===== config.mk =====
export PLATFORM = sky130hd
export DESIGN_NAME = enemy_contact_attack
export DESIGN_NICKNAME = d
export VERILOG_FILES = /design/src/rtl/enemy_contact_attack.sv
export SDC_FILE = /design/constraint.sdc
export NUM_CORES = 1
export LEC_CHECK = 0
export ABC_AREA = 1
export BUFFER_PORTS_ARGS = -buffer_cell sky130_fd_sc_hd__buf_2
export CORE_ASPECT_RATIO = 1.1
export CORE_MARGIN = 2
export CORE_UTILIZATION = 30
export CTS_BUF_LIST = sky130_fd_sc_hd__clkbuf_4
export DETAILED_ROUTE_END_ITERATION = 10
export MAX_ROUTING_LAYER = met4
export SLEW_MARGIN = 15
export SYNTH_ARGS = -nofsm -noshare
export SYNTH_HDL_FRONTEND = slang
export SYNTH_SLANG_ARGS = --single-unit

===== constraint.sdc =====
create_clock -name Clk -period 2.05 [get_ports Clk]
set_input_delay 0.1025 -clock Clk [delete_from_list [all_inputs] [get_ports Clk]]
set_output_delay 0.1025 -clock Clk [all_outputs]
set_load 0.01 [all_outputs]

===== src/rtl/enemy_contact_attack.sv =====
// enemy_contact_attack: body-contact damage, wind-up, invulnerability cooldown and game over.
// Optional passive regeneration when PLAYER_REGEN_EN is defined.
module enemy_contact_attack #(
  parameter int PLAYER_W = 26,
  parameter int PLAYER_H = 26,
  parameter int ENEMY_W = 26,
  parameter int ENEMY_H = 26,
  parameter int MAX_BLOOD = 100,
  parameter int DAMAGE = 10,
  parameter int WINDUP_FRAMES = 2,
  parameter int COOLDOWN_FRAMES = 30
) (
  input  logic       Clk,
  input  logic       Reset,
  input  logic       frame_clk,
  input  logic [8:0] Player_X,
  input  logic [8:0] Player_Y,
  input  logic [8:0] Enemy_X,
  input  logic [8:0] Enemy_Y,
  input  logic       Enemy_Alive,
  output logic [6:0] Player_Blood,
  output logic       Player_Hurt,
  output logic       Game_Over,
  output logic [7:0] Hit_Count
);
  typedef enum logic [1:0] {ALIVE, COOLDOWN, DEAD} state_t;
  state_t state;
  logic frame_clk_d, tick, contact;
  logic [15:0] contact_cnt, cool_cnt;
  logic [6:0] blood_hit;
`ifdef PLAYER_REGEN_EN
  localparam int REGEN_FRAMES = 60;
  logic [5:0] regen_cnt;
`endif
  // Widened to 10 bits so box right/bottom edges never wrap.
  assign contact = Enemy_Alive
    & ({1'b0, Enemy_X} < {1'b0, Player_X} + 10'(PLAYER_W))
    & ({1'b0, Player_X} < {1'b0, Enemy_X} + 10'(ENEMY_W))
    & ({1'b0, Enemy_Y} < {1'b0, Player_Y} + 10'(PLAYER_H))
    & ({1'b0, Player_Y} < {1'b0, Enemy_Y} + 10'(ENEMY_H));
  assign blood_hit = (Player_Blood <= 7'(DAMAGE)) ? 7'd0 : Player_Blood - 7'(DAMAGE);
  assign Player_Hurt = state == COOLDOWN;
  assign Game_Over = state == DEAD;
  always_ff @(posedge Clk) begin
    if (Reset) begin
      frame_clk_d <= 1'b0;
      tick <= 1'b0;
      state <= ALIVE;
      contact_cnt <= '0;
      cool_cnt <= '0;
      Player_Blood <= 7'(MAX_BLOOD);
      Hit_Count <= '0;
`ifdef PLAYER_REGEN_EN
      regen_cnt <= '0;
`endif
    end else begin
      frame_clk_d <= frame_clk;
      tick <= frame_clk & ~frame_clk_d;
      if (tick) begin
        case (state)
          ALIVE: begin
            if (!contact)
              contact_cnt <= '0;
            else if (contact_cnt + 16'd1 < 16'(WINDUP_FRAMES))
              contact_cnt <= contact_cnt + 16'd1;
            else begin
              Player_Blood <= blood_hit;
              Hit_Count <= Hit_Count + {7'd0, Hit_Count != 8'hFF};
              contact_cnt <= '0;
              cool_cnt <= '0;
              state <= (blood_hit == 7'd0) ? DEAD : COOLDOWN;
            end
`ifdef PLAYER_REGEN_EN
            if (contact || Player_Blood >= 7'(MAX_BLOOD))
              regen_cnt <= '0;
            else if (regen_cnt == 6'(REGEN_FRAMES - 1)) begin
              regen_cnt <= '0;
              Player_Blood <= Player_Blood + 7'd1;
            end else
              regen_cnt <= regen_cnt + 6'd1;
`endif
          end
          COOLDOWN: begin
            contact_cnt <= '0;
            cool_cnt <= cool_cnt + 16'd1;
            if (cool_cnt == 16'(COOLDOWN_FRAMES - 1)) state <= ALIVE;
`ifdef PLAYER_REGEN_EN
            regen_cnt <= '0;
`endif
          end
          default: begin
            Player_Blood <= '0;
`ifdef PLAYER_REGEN_EN
            regen_cnt <= '0;
`endif
          end
        endcase
      end
    end
  end
endmodule


# Word-level counts from Yosys, hierarchy flattened
# Index checks and enable logic that the tools add are counted.
# classes
n_bitwise	8
n_lt_le_gt_ge	6
n_reduce_logical	8
muxes	15
eq_ne	7
addsub	8
# ops
cell	n
$mux W16	4
$pmux W16 S2	2
$add A9 B5 Y10 const B	4
$lt A9 B10 Y1	4
$add A16 B1 Y16 const B	2
$mux W7	3
$eq A16 B5 Y1 const B	1
$lt A16 B2 Y1 const B	1
$pmux W7 S2	1
$reduce_and A4 Y1	3
$add A8 B1 Y8	1
$mux W2	4
$ne A8 B8 Y1 const B	1
$le A7 B4 Y1 const B	1
$logic_not A7 Y1	1
$sub A7 B4 Y7 const B	1
$and A1 B1 Y1	5
$reduce_and A5 Y1	1
$ne A2 B2 Y1 const B	2
$pmux W2 S2	1
$not A1 Y1	3
$eq A2 B1 Y1 const B	1
$eq A2 B2 Y1 const B	1
$logic_not A2 Y1	1
other kinds (3)	3
# totals
in_bits	40
ff_bits	51
elab_cells	59
output_inout_bits	17

# Logic depth before layout (Yosys ltp)
# depth
word_depth	8
ltp_mapped	19
ltp_nobuf	18

# Least setup slack after synthesis
# No wires, ideal clock.
# synth_path
path_type	input to register
startpoint	input Enemy_X[1]
endpoint	register cool_cnt[11]
arrival_time_ps	2101
path_buffers	1
setup_ps	64
t_required_ps	1986
path_stages	18
slack_ps	-115
path_cell_list	a21oi_1 > inv_1 > o21ai_0 > nand3b_1 > xor2_1 > ha_1 > nand2_1 > inv_1 > nand3_1 > nand2_1 > nor2_1 > nand3_1 > nand2_2 > inv_2 > nor2_4 > buf_4 > nor2_1 > nor2_1
# synth_via
elab_chain_cells	7
word_cells_on_any_way	9
cone_classes	add/sub (1); order compare (2); eq/ne (1); bitwise (4); reduce/logical (1)
# synth_rtl
item	line_no	text
start, declared	18	input logic [8:0] Enemy_X,
$add A9 B5 Y10 or $lt A9 B10 Y1 (tied branches)	38, 37	
$lt A9 B10 Y1 or $and A1 B1 Y1 (tied branches)	38, 37	
$and A1 B1 Y1 *	38	& ({1'b0, Player_X} < {1'b0, Enemy_X} + 10'(ENEMY_W))
$and A1 B1 Y1 *	39	& ({1'b0, Enemy_Y} < {1'b0, Player_Y} + 10'(PLAYER_H))
$and A1 B1 Y1 *	40	& ({1'b0, Player_Y} < {1'b0, Enemy_Y} + 10'(ENEMY_H));
$ne A2 B2 Y1 (no source line) *	-	
$reduce_and A4 Y1 (no source line) *	-	
end signal, assigned	85	cool_cnt <= cool_cnt + 16'd1;
end, declared	29	logic [15:0] contact_cnt, cool_cnt;
# Every way passes the cells marked *; elsewhere a longest branch is shown, timed or not.
# A chain may end at the register's enable or synchronous reset.

# Worst setup path after layout
# layout_path
startpoint	register contact_cnt[1]
endpoint	register Player_Blood[0]
# layout_via
elab_chain_cells	4
# layout_rtl
item	line_no	text
start, declared	29	
start signal, assigned	65	contact_cnt <= contact_cnt + 16'd1;
$add A16 B1 Y16	64	else if (contact_cnt + 16'd1 < 16'(WINDUP_FRAMES))
$lt A16 B2 Y1	64	
$ne A2 B2 Y1 (no source line)	-	
$reduce_and A4 Y1 (no source line)	-	
end signal, assigned	51	Player_Blood <= 7'(MAX_BLOOD);
end signal, assigned	67	Player_Blood <= blood_hit;
end, declared	21	output logic [6:0] Player_Blood,
# No other way between the ends.

==> results.py <==
metrics = {
    "clock_tree": {
        "ctsLongestPathBuffers": 2,
        "cts-buffers-inserted": 5,
        "ctsRootBufferMaster": "clkbuf_4",
        "clk-insertion-delay-late_ps": 370,
        "cts_tree": "yes",
        "clkTransAtPathRegs_ps": 150,
        "clkSinkCount": 51,
        "cts-htree-levels": 2,
    },
    "timing": {
        "tightestPinTransition_ps": 596,
        "finalCriticalPeriod_ps": 2090,
        "setup_tns_ps": -148,
        "fin_crit_sh_pct": 102,
        "hold_violations": 0,
        "relSlewSlack_pct": 60.1,
        "setup_slack_ps": -35.8,
        "fin_worst_skew_ps": 10.1,
        "rsz0062_at_grt": "true",
        "finalSetupViolCount": 9,
        "hold_ws_ps": 184,
        "report.final.slew_viol_count": 0,
        "fmax_mhz": 479,
    },
    "logic_synthesis": {
        "async_flop_share_pct": 0,
        "synth_top_area_share_pct": 23.6,
        "ys_ff_latch": 51,
        "yosysUniqueCellTypes": 34,
        "synth_area_mm2": 0.00433,
        "avgSynthCellArea_um2": 6.25,
        "synth_cells": 693,
        "synth_edf_count": 0,
        "synth_common_cells": "nand2_1 (176), nor2_1 (104), inv_1 (74)",
        "synth_most_common_cell": "nand2_1",
        "yosysTopAreaCell": "dfxtp_1",
        "ys_top_cells_by_area": "dfxtp_1 (24%), nand2_1 (15%), ha_1 (12%)",
        "syn_nets": 773,
        "ys_seq_area_share_pct": 23.6,
        "synth-main-ff-cell": "dfxtp_1",
        "ys_warn_count": 0,
    },
    "detailed_routing": {
        "routed_wl_mm": 10.8,
        "vias": 4553,
        "wl_per_cell_um": 10.8,
        "dr.pass1.iters": 4,
        "drtIter0Drc": 183,
        "drc_errors": 0,
        "drtAntennaViolNets": 0,
        "via_per_inst": 4.53,
    },
    "place": {
        "place_area_mm2": 0.00530,
        "dp.cells": 988,
        "portBuffers": 56,
        "dp_hpwl_mm": 8.51,
        "place_congestion": 0.833,
    },
    "die": {
        "coreArea_mm2": 0.0143,
        "die_height_um": 130,
        "die_area_mm2": 0.0154,
        "pin_count": 57,
        "rows": 46,
        "chipWidth_um": 119,
        "start_util_pct": 30.4,
    },
    "global_routing": {
        "antenna_found_initial": 0,
        "grt_usage_pct": 14.4,
        "grt_pass1_wl_mm": 18.4,
        "grt_overflow": 0,
        "grt_pass1_vias": 4246,
        "grt_max_degree": 28,
    },
    "final_layout": {
        "syn_to_final_growth_pct": 29.0,
        "fin_cells": 1006,
        "multi_input_area_mm2": 0.00306,
        "seq_area_mm2": 0.00103,
        "drive_gt1_share_pct": 23.0,
        "final_area_mm2": 0.00559,
        "fillCellCount": 1624,
        "diodes": 0,
        "final_nets": 893,
    },
    "worst_setup_path": {
        "worst-path-max-fanout": 4,
        "endpoint_kind": "register",
        "cp-start-kind": "register",
        "cp.required_ps": 2370,
        "arrival_ps": 2400,
        "critical_path_class": "reg2reg",
    },
    "status": {
        "run_status": "finished, violations left",
        "violations": "negative setup slack",
    },
    "pwr": {
        "vdd_drop_max_mv": 0.249,
        "power_density_mw_per_mm2": 383,
        "leakagePower_nw": 2.66,
    },
    "worst_hold_path": {
        "hp-class": "in2reg",
    },
    "job": {
        "cap_violations": 0,
    },
}
power by group:
part	leakage [nW]	internal (W)	switching [W]	total (W)
clock network	0.0426	0.000252	0.000330	0.000582
logic	2.20	0.000268	0.000296	0.000564
registers	0.413	0.000994	0.00000253	0.000997
per-stage QoR:
stage               total power (W)  utilization (%)  setup WS [ps]
floorplan                   0.00132                -          -24.8
global placement            0.00155             37.1           -419
detailed placement          0.00155             37.1           -435
CTS                         0.00216             37.9         -0.192
global route                0.00230             39.2           -227
finish                      0.00214             39.2          -35.8
final cells by class:
type	instances	area share [%]
multi-input combinational	544	54.8
sequential	51	18.4
timing repair buffer	127	15.4
inverter	84	5.73
tap	192	4.30
clock inverter	3	0.694
clock buffer	5	0.672
worst max-delay path: stages (launching register included):
cell,delay [ps]
dfxtp_2,380
ha_4,160
nand3_2,90
nor2_2,170
nand4_1,100
nand2_1,100
nand3_2,110
nor2_4,150
nand4_1,280
buf_2,260
nand4_1,80
nand2_1,50
nor2_1,90
repair_timing:
action / 4_1_cts / 5_1_grt
setup buffers: 0 / 8
hold endpoints to repair: 2 / 0
cloned: 0 / 1
resized for setup: 7 / 27
endpoints found under the setup margin: 28 / 34
pin swaps: 0 / 24
hold buffers: 1 / 0
worst paths after layout:
check	startpoint	endpoint	slack (ps)	cells after the start
setup / recovery	contact_cnt[1]	Player_Blood[0]	-40	12
hold / removal	Reset	Hit_Count[4]	180	3
setup reg to reg	contact_cnt[1]	Player_Blood[0]	-40	12
hold reg to reg	frame_clk_d	tick	410	1
cells by family (layout without fill, tap and decap cells):
logic type | after synthesis | in the layout | synth area share, %
buf+inv | 98 | 219 | 9.10
compound gates | 52 | 52 | 6.47
simple gates | 417 | 417 | 42.2
xor+xnor | 35 | 35 | 7.07
fa+ha+maj | 40 | 40 | 11.6
flops | 51 | 51 | 23.6
routing by layer:
metal	share of wire [%]	global-route usage, %	vias to the layer above
met2	49	26.4	52
li1	-	-	2482
met4	1.2	3.15	0
met5	0	-	-
met1	47	17.1	2011
met3	2.2	1.70	8
state kept, by name, indices dropped and copies added (netlist names):
| name | count |
|---|---|
| cool_cnt | 16 |
| state | 2 |
| Player_Blood | 7 |
| frame_clk_d | 1 |
| tick | 1 |
| Hit_Count | 8 |
| contact_cnt | 16 |
cell usage in the layout, fill, tap and decap left out, types with 2 or more instances in the layout:
cell type / n
buf_12: 3
nand3_2: 5
nor3_1: 19
xnor2_1: 9
nand2_2: 7
o21ai_1: 4
nand2_4: 3
inv_1: 72
o21ai_2: 2
a21oi_2: 3
buf_2: 57
clkinv_1: 7
a21oi_1: 25
nand4_1: 24
o21bai_1: 2
inv_2: 5
nand3b_1: 4
o21ai_0: 11
nor2_4: 6
xor2_1: 25
nand2_1: 173
ha_1: 36
nor2_1: 99
clkbuf_4: 5
buf_6: 3
dfxtp_1: 47
ha_4: 3
nor2_2: 9
or2_2: 2
buf_4: 63
o211ai_1: 2
nand3_1: 62
dfxtp_2: 4
Power figures use the tool's default switching activity.
